--- config.mk ---
export PLATFORM = sky130hd
export DESIGN_NAME = regfile_ctrl
export DESIGN_NICKNAME = d
export VERILOG_FILES = /design/src/rtl/regfile_ctrl.sv
export SDC_FILE = /design/constraint.sdc
export NUM_CORES = 1
export LEC_CHECK = 0
export BUFFER_PORTS_ARGS = -buffer_cell sky130_fd_sc_hd__buf_2
export CAP_MARGIN = 15
export CORE_MARGIN = 10
export CORE_UTILIZATION = 45
export CTS_BUF_LIST = sky130_fd_sc_hd__clkbuf_16
export DETAILED_ROUTE_END_ITERATION = 10
export PLACE_DENSITY = 0.84
export SLEW_MARGIN = 15
export SYNTH_ARGS = -nofsm -noshare
export SYNTH_HDL_FRONTEND = slang
export SYNTH_SLANG_ARGS = --single-unit
--- constraint.sdc ---
create_clock -name clk -period 3.6 [get_ports clk]
set_input_delay 0.72 -clock clk [delete_from_list [all_inputs] [get_ports clk]]
set_output_delay 0.72 -clock clk [all_outputs]
set_load 0.01 [all_outputs]
--- src/rtl/regfile_ctrl.sv ---
// Register-file sequencer: clears all registers after reset, then arbitrates the single
// rf port between requester A and requester B round-robin, returning read data one cycle later.
module regfile_ctrl #(
  parameter int unsigned DATA_W = 8,
  parameter int unsigned ADDR_W = 3
) (
  input  logic              clk,
  input  logic              reset,
  input  logic              a_req,
  input  logic              a_we,
  input  logic [ADDR_W-1:0] a_rs1_addr,
  input  logic [ADDR_W-1:0] a_rs2_addr,
  input  logic [ADDR_W-1:0] a_rd_addr,
  input  logic [DATA_W-1:0] a_wdata,
  input  logic              b_req,
  input  logic              b_we,
  input  logic [ADDR_W-1:0] b_rs1_addr,
  input  logic [ADDR_W-1:0] b_rs2_addr,
  input  logic [ADDR_W-1:0] b_rd_addr,
  input  logic [DATA_W-1:0] b_wdata,
  output logic              a_gnt,
  output logic              b_gnt,
  output logic              a_rvalid,
  output logic              b_rvalid,
  output logic [DATA_W-1:0] a_rdata1,
  output logic [DATA_W-1:0] a_rdata2,
  output logic [DATA_W-1:0] b_rdata1,
  output logic [DATA_W-1:0] b_rdata2,
  output logic              busy,
  output logic [ADDR_W-1:0] rf_rs1_addr,
  output logic [ADDR_W-1:0] rf_rs2_addr,
  output logic [ADDR_W-1:0] rf_rd_addr,
  output logic [DATA_W-1:0] rf_rd_data,
  output logic              rf_r_w,
  input  logic [DATA_W-1:0] rf_rs1_data,
  input  logic [DATA_W-1:0] rf_rs2_data
);

  localparam logic [ADDR_W:0] ClrLast = {1'b0, {ADDR_W{1'b1}}};

  typedef enum logic [0:0] {StInit, StRun} state_e;

  state_e          state_q, state_d;
  logic [ADDR_W:0] clr_cnt_q, clr_cnt_d;
  // 0: A wins the next contention, 1: B wins it
  logic            rr_q, rr_d;

  always_ff @(posedge clk) begin
    if (reset) begin
      state_q   <= StInit;
      clr_cnt_q <= '0;
      rr_q      <= 1'b0;
    end else begin
      state_q   <= state_d;
      clr_cnt_q <= clr_cnt_d;
      rr_q      <= rr_d;
    end
  end

  always_comb begin
    state_d   = state_q;
    clr_cnt_d = clr_cnt_q;
    rr_d      = rr_q;
    case (state_q)
      StInit: begin
        clr_cnt_d = clr_cnt_q + 1'b1;
        if (clr_cnt_q == ClrLast) begin
          state_d = StRun;
        end
      end
      StRun: begin
        if (a_gnt) begin
          rr_d = 1'b1;
        end else if (b_gnt) begin
          rr_d = 1'b0;
        end
      end
      default: state_d = StInit;
    endcase
  end

  always_comb begin
    a_gnt       = 1'b0;
    b_gnt       = 1'b0;
    busy        = 1'b0;
    rf_r_w      = 1'b1;
    rf_rs1_addr = '0;
    rf_rs2_addr = '0;
    rf_rd_addr  = '0;
    rf_rd_data  = '0;
    case (state_q)
      StInit: begin
        busy       = 1'b1;
        rf_r_w     = 1'b0;
        rf_rd_addr = clr_cnt_q[ADDR_W-1:0];
      end
      StRun: begin
        // A grant issued while reset is high would be thrown away, so none is offered
        if (!reset) begin
          a_gnt = a_req & (~b_req | ~rr_q);
          b_gnt = b_req & (~a_req | rr_q);
        end
        if (a_gnt) begin
          rf_r_w      = ~a_we;
          rf_rs1_addr = a_rs1_addr;
          rf_rs2_addr = a_rs2_addr;
          rf_rd_addr  = a_rd_addr;
          rf_rd_data  = a_wdata;
        end else if (b_gnt) begin
          rf_r_w      = ~b_we;
          rf_rs1_addr = b_rs1_addr;
          rf_rs2_addr = b_rs2_addr;
          rf_rd_addr  = b_rd_addr;
          rf_rd_data  = b_wdata;
        end
      end
      default: busy = 1'b1;
    endcase
  end

  always_ff @(posedge clk) begin
    if (reset) begin
      a_rvalid <= 1'b0;
      b_rvalid <= 1'b0;
      a_rdata1 <= '0;
      a_rdata2 <= '0;
      b_rdata1 <= '0;
      b_rdata2 <= '0;
    end else begin
      a_rvalid <= a_gnt & ~a_we;
      b_rvalid <= b_gnt & ~b_we;
      if (a_gnt && !a_we) begin
        a_rdata1 <= rf_rs1_data;
        a_rdata2 <= rf_rs2_data;
      end
      if (b_gnt && !b_we) begin
        b_rdata1 <= rf_rs1_data;
        b_rdata2 <= rf_rs2_data;
      end
    end
  end

endmodule

## Word-level counts from Yosys, hierarchy flattened

Cells that the tools add are included.
Widths: inputs -> output; s select.

| storage, ports and cells | value |
|---|---|
| register bits after elaboration | 40 |
| output and inout bits | 55 |
| logic and storage cells | 55 |

| operators by class | value |
|---|---|
| add/subtract/negate cells | 1 |
| eq/ne operators | 1 |
| multiplexer cells | 26 |
| bitwise logic cells | 12 |
| reduce and logical (&&, ||, !) cells | 6 |

Operators by type and width:

| cell | number |
|---|---|
| $mux 3 | 8 |
| $mux 8 | 3 |
| $mux 1 | 13 |
| $not 1->1 | 6 |
| $pmux 3 s2 | 1 |
| $add 4x1->4 const B | 1 |
| $and 1x1->1 | 4 |
| $eq 4x3->1 const B | 1 |
| $logic_and 1x1->1 | 2 |
| $logic_not 1->1 | 2 |
| $or 1x1->1 | 2 |
| $pmux 1 s2 | 1 |
| $reduce_and 2->1 | 1 |
| $reduce_bool 2->1 | 1 |

## Logic depth before layout (Yosys ltp)

| logic depth | value |
|---|---|
| depth after elaboration | 8 |
| gate-level depth with buffers | 6 |
| depth with buffers taken out | 4 |

## Worst setup path after synthesis

No wires, ideal clock.

| timing | value |
|---|---|
| path kind | input-to-output |
| start | input reset |
| end | output rf_r_w |
| arrival time | 1.669 ns |
| required time | 2.880 ns |
| slack | 1.211 ns |
| cell stages on the path | 6 |
| buffers on the path | 3 |
| path through | buf_6 > nor3b_4 > and2_1 > buf_4 > buf_6 > o21bai_1 |

| on the way | value |
|---|---|
| cells in the longest elaborated chain, start to end | 5 |
| elaborated cells on any way between the ends | 7 |
| classes of those cells | mux (7) |

RTL lines:

| what | RTL line | source |
|---|---|---|
| from (decl) | 8 | `input logic reset,` |
| $mux 1 | 99 | `if (!reset) begin` |
| $mux 1 | 91 | `case (state_q)` |
| $mux 1 | 109 | `end else if (b_gnt) begin` |
| $mux 1 (*) | 103 | `if (a_gnt) begin` |
| $pmux 1 s2 (*) | 91 |  |
| to (decl) | 34 | `output logic rf_r_w,` |

Every way passes the cells marked *; elsewhere a longest branch is shown, timed or not. The select of a mux whose other input is x is not followed.

## Worst setup path in the final report

Ends and elaborated chain as after synthesis.

==> metrics.yaml <==
synth.most_common_cell: "dfxtp_1"
synth_top_cell_by_area: "dfxtp_1"
finalHoldViolCount: 0
arrival_ns: 2.15
p_leak_nw: 1.16
clock_path_buffers: 2
netSwitchingFraction_pct: 22.1
powerDensity_nw_per_um2: 384
syn-num-nets: 263
min_path_type: "register to register"
insertion_delay_ns: 0.28
design_area_um2: 2450
drive_gt1_share_pct: 41.5
fmax_mhz: 348
diodes: 0
htreeDepth: 2
slowest_delay_ns: 0.66
grt_pass1_vias: 1839
place_area_um2: 2320
relSlewSlack_pct: 34.1
port_buffers: 110
power.internal_uw: 735
cts_resized: 0
synthTopCellsByArea: "dfxtp_1 (45%), nand3_1 (9.3%), o21ai_0 (9.0%)"
synth_area_per_cell_um2: 8.63
seqCellArea_um2: 801
cp-end-kind: "output port"
post-route-drc-count: 0
grt_max_degree: 29
setup_viol: 0
seq_power_share_pct: 47.8
synthArstFlopShare_pct: 0
fin_nets: 367
num_vias: 1950
ys_warn_count: 0
synth_seq_cells: 40
grt_usage_pct: 16.3
first_pass_iters: 4
die_x_um: 82.9
crit_type: "input pin to output port"
combPwrFrac_pct: 8.4
cts_tree: "yes"
cp_max_fo: 28
via_per_inst: 5.43
routed_wl_mm: 6.04
drt_iter0_markers: 172
maxCapViolations: 0
ir_drop_mv: 0.325
worstPathRequired_ns: 2.88
yosysSeqAreaShare_pct: 45.0
die-area_um2: 6860
status: "complete, no violations"
crit_chain: "buf_2 -> nor3b_4 -> and2_1 -> o21bai_1 -> buf_2"
rsz0062_at_grt: "no"
multi_input_area_um2: 860
crit_path_start_kind: "input pin"
synth_cell_types: 32
grt_pass1_wl_mm: 9.52
wl_per_cell_um: 16.8
start_util_pct: 47.5
area_growth_pct: 38.1
cts_buffers: 5
synthTopCellsByCount: "dfxtp_1 (40), nand3_1 (33), o21ai_0 (32), a21oi_1 (17), nand2_1 (17)"
fin_crit_sh_pct: 79.8
worst_pin_slew_ns: 0.986
synth-main-ff-cell: "dfxtp_1"
synth_cells: 206
cts_setup_buffers: 0
clk_pin_slew_ns: 0.06
hpwlAfterDp_mm: 4.65
finClkSkew_ns: 0.00451
synth_edf_count: 0
die_height_um: 82.9
power_switching_uw: 208
ant_nets: 0
place_congestion: 0.795
rows: 22
syn_area_um2: 1780
grt_overflow: 0
fin_tns_setup_ns: 0
cts.sink_count: 40
ios: 111
hold_buffers: 0
core_area_um2: 3740
cts-root-buf: "clkbuf_16"
num-fill-cells: 349
finalCriticalPeriod_ns: 2.87
crit_slowest_cell: "nor3b_4"
antenna_found_initial: 0
netlist.area_leader.share_pct: 45.0
p_clk_share_pct: 43.8
cp_common_cell: "buf_2"
slew_violations: 0
==> power groups by stage <==
stage,combinational (mW),sequential [mW],clock (mW)
after global placement,0.0761,0.460,0
after detailed placement,0.0781,0.460,0
after global routing,0.0870,0.451,0.431
final,0.0792,0.451,0.413
after CTS,0.0787,0.450,0.415
after floorplan,0.0340,0.459,0
==> worst max-delay path, delay by kind of cell <==
family | cells | cell delay, ns
compound gates | 1 | 0.10
buf+inv | 2 | 0.43
simple gates | 2 | 0.90
==> routing by layer <==
layer	wire, um	part of all wire [%]	GRT usage, %
met4	93	1.5	4.77
met5	0	0	0
met3	359	5.9	4.10
met2	3170	53	28.8
met1	2410	40	18.5
==> through the flow <==
stage | util [%] | hold WS (ns) | instances | setup WS (ns) | power, mW
floorplan | - | 0.480 | 206 | 1.21 | 0.493
global placement | 61.9 | 0.442 | 351 | 0.775 | 0.536
detailed placement | 61.9 | 0.448 | 351 | 0.720 | 0.538
CTS | 65.6 | 0.456 | 359 | 0.723 | 0.944
global route | 65.6 | 0.475 | 359 | 0.570 | 0.969
finish | 65.6 | 0.453 | 359 | 0.728 | 0.943
==> final cells by class <==
class	instances	area share, %
Clock buffer	5	5.10
Clock inverter	3	0.561
Inverter	4	0.612
Multi-Input combinational cell	145	35.0
Sequential cell	40	32.6
Tap cell	48	2.45
Timing Repair Buffer	114	23.6
==> flip-flops by register name, summed over array words and instances (netlist names) <==
signal,flops
a_rdata1,8
a_rdata2,8
b_rdata1,8
rr_q,1
b_rdata2,8
state_q,1
clr_cnt_q,4
a_rvalid,1
b_rvalid,1
==> cell families (layout without fill, tap and decap cells) <==
group | Yosys count | after routing | share of synthesized area [%]
compound gates | 71 | 71 | 24.8
xor+xnor | 2 | 2 | 0.985
fa+ha+maj | 1 | 1 | 0.704
buf+inv | 21 | 126 | 6.97
flops | 40 | 40 | 45.0
mux | 1 | 1 | 0.563
simple gates | 70 | 70 | 20.9
==> cell usage in the layout (no fill, tap or decap), types with 2 or more instances in the layout <==
cell type | Yosys | final
buf_2 | 3 | 110
nand3_1 | 33 | 33
buf_4 | 3 | 4
nor2_1 | 6 | 6
nor2b_1 | 6 | 6
a22o_1 | 14 | 14
a21oi_1 | 17 | 17
clkbuf_16 | 0 | 5
dfxtp_1 | 40 | 40
o21ai_0 | 32 | 32
clkinv_1 | 1 | 2
nand2_1 | 17 | 17
a221o_1 | 3 | 3
xnor2_1 | 2 | 2
inv_2 | 2 | 2
clkinv_2 | 0 | 2
==> path summary, 6_finish.rpt <==
path / from / end / slack (ns) / cells after the start
setup / recovery: reset / rf_r_w / 0.73 / 5
hold / removal: a_rdata2[5]$_SDFFE_PP0P_ / a_rdata2[5]$_SDFFE_PP0P_ / 0.45 / 2
setup reg to reg: state_q$_SDFF_PP0_ / a_rdata1[3]$_SDFFE_PP0P_ / 1.69 / 4
hold reg to reg: a_rdata2[5]$_SDFFE_PP0P_ / a_rdata2[5]$_SDFFE_PP0P_ / 0.45 / 2
No activity file was read; power rests on OpenSTA's default activity.
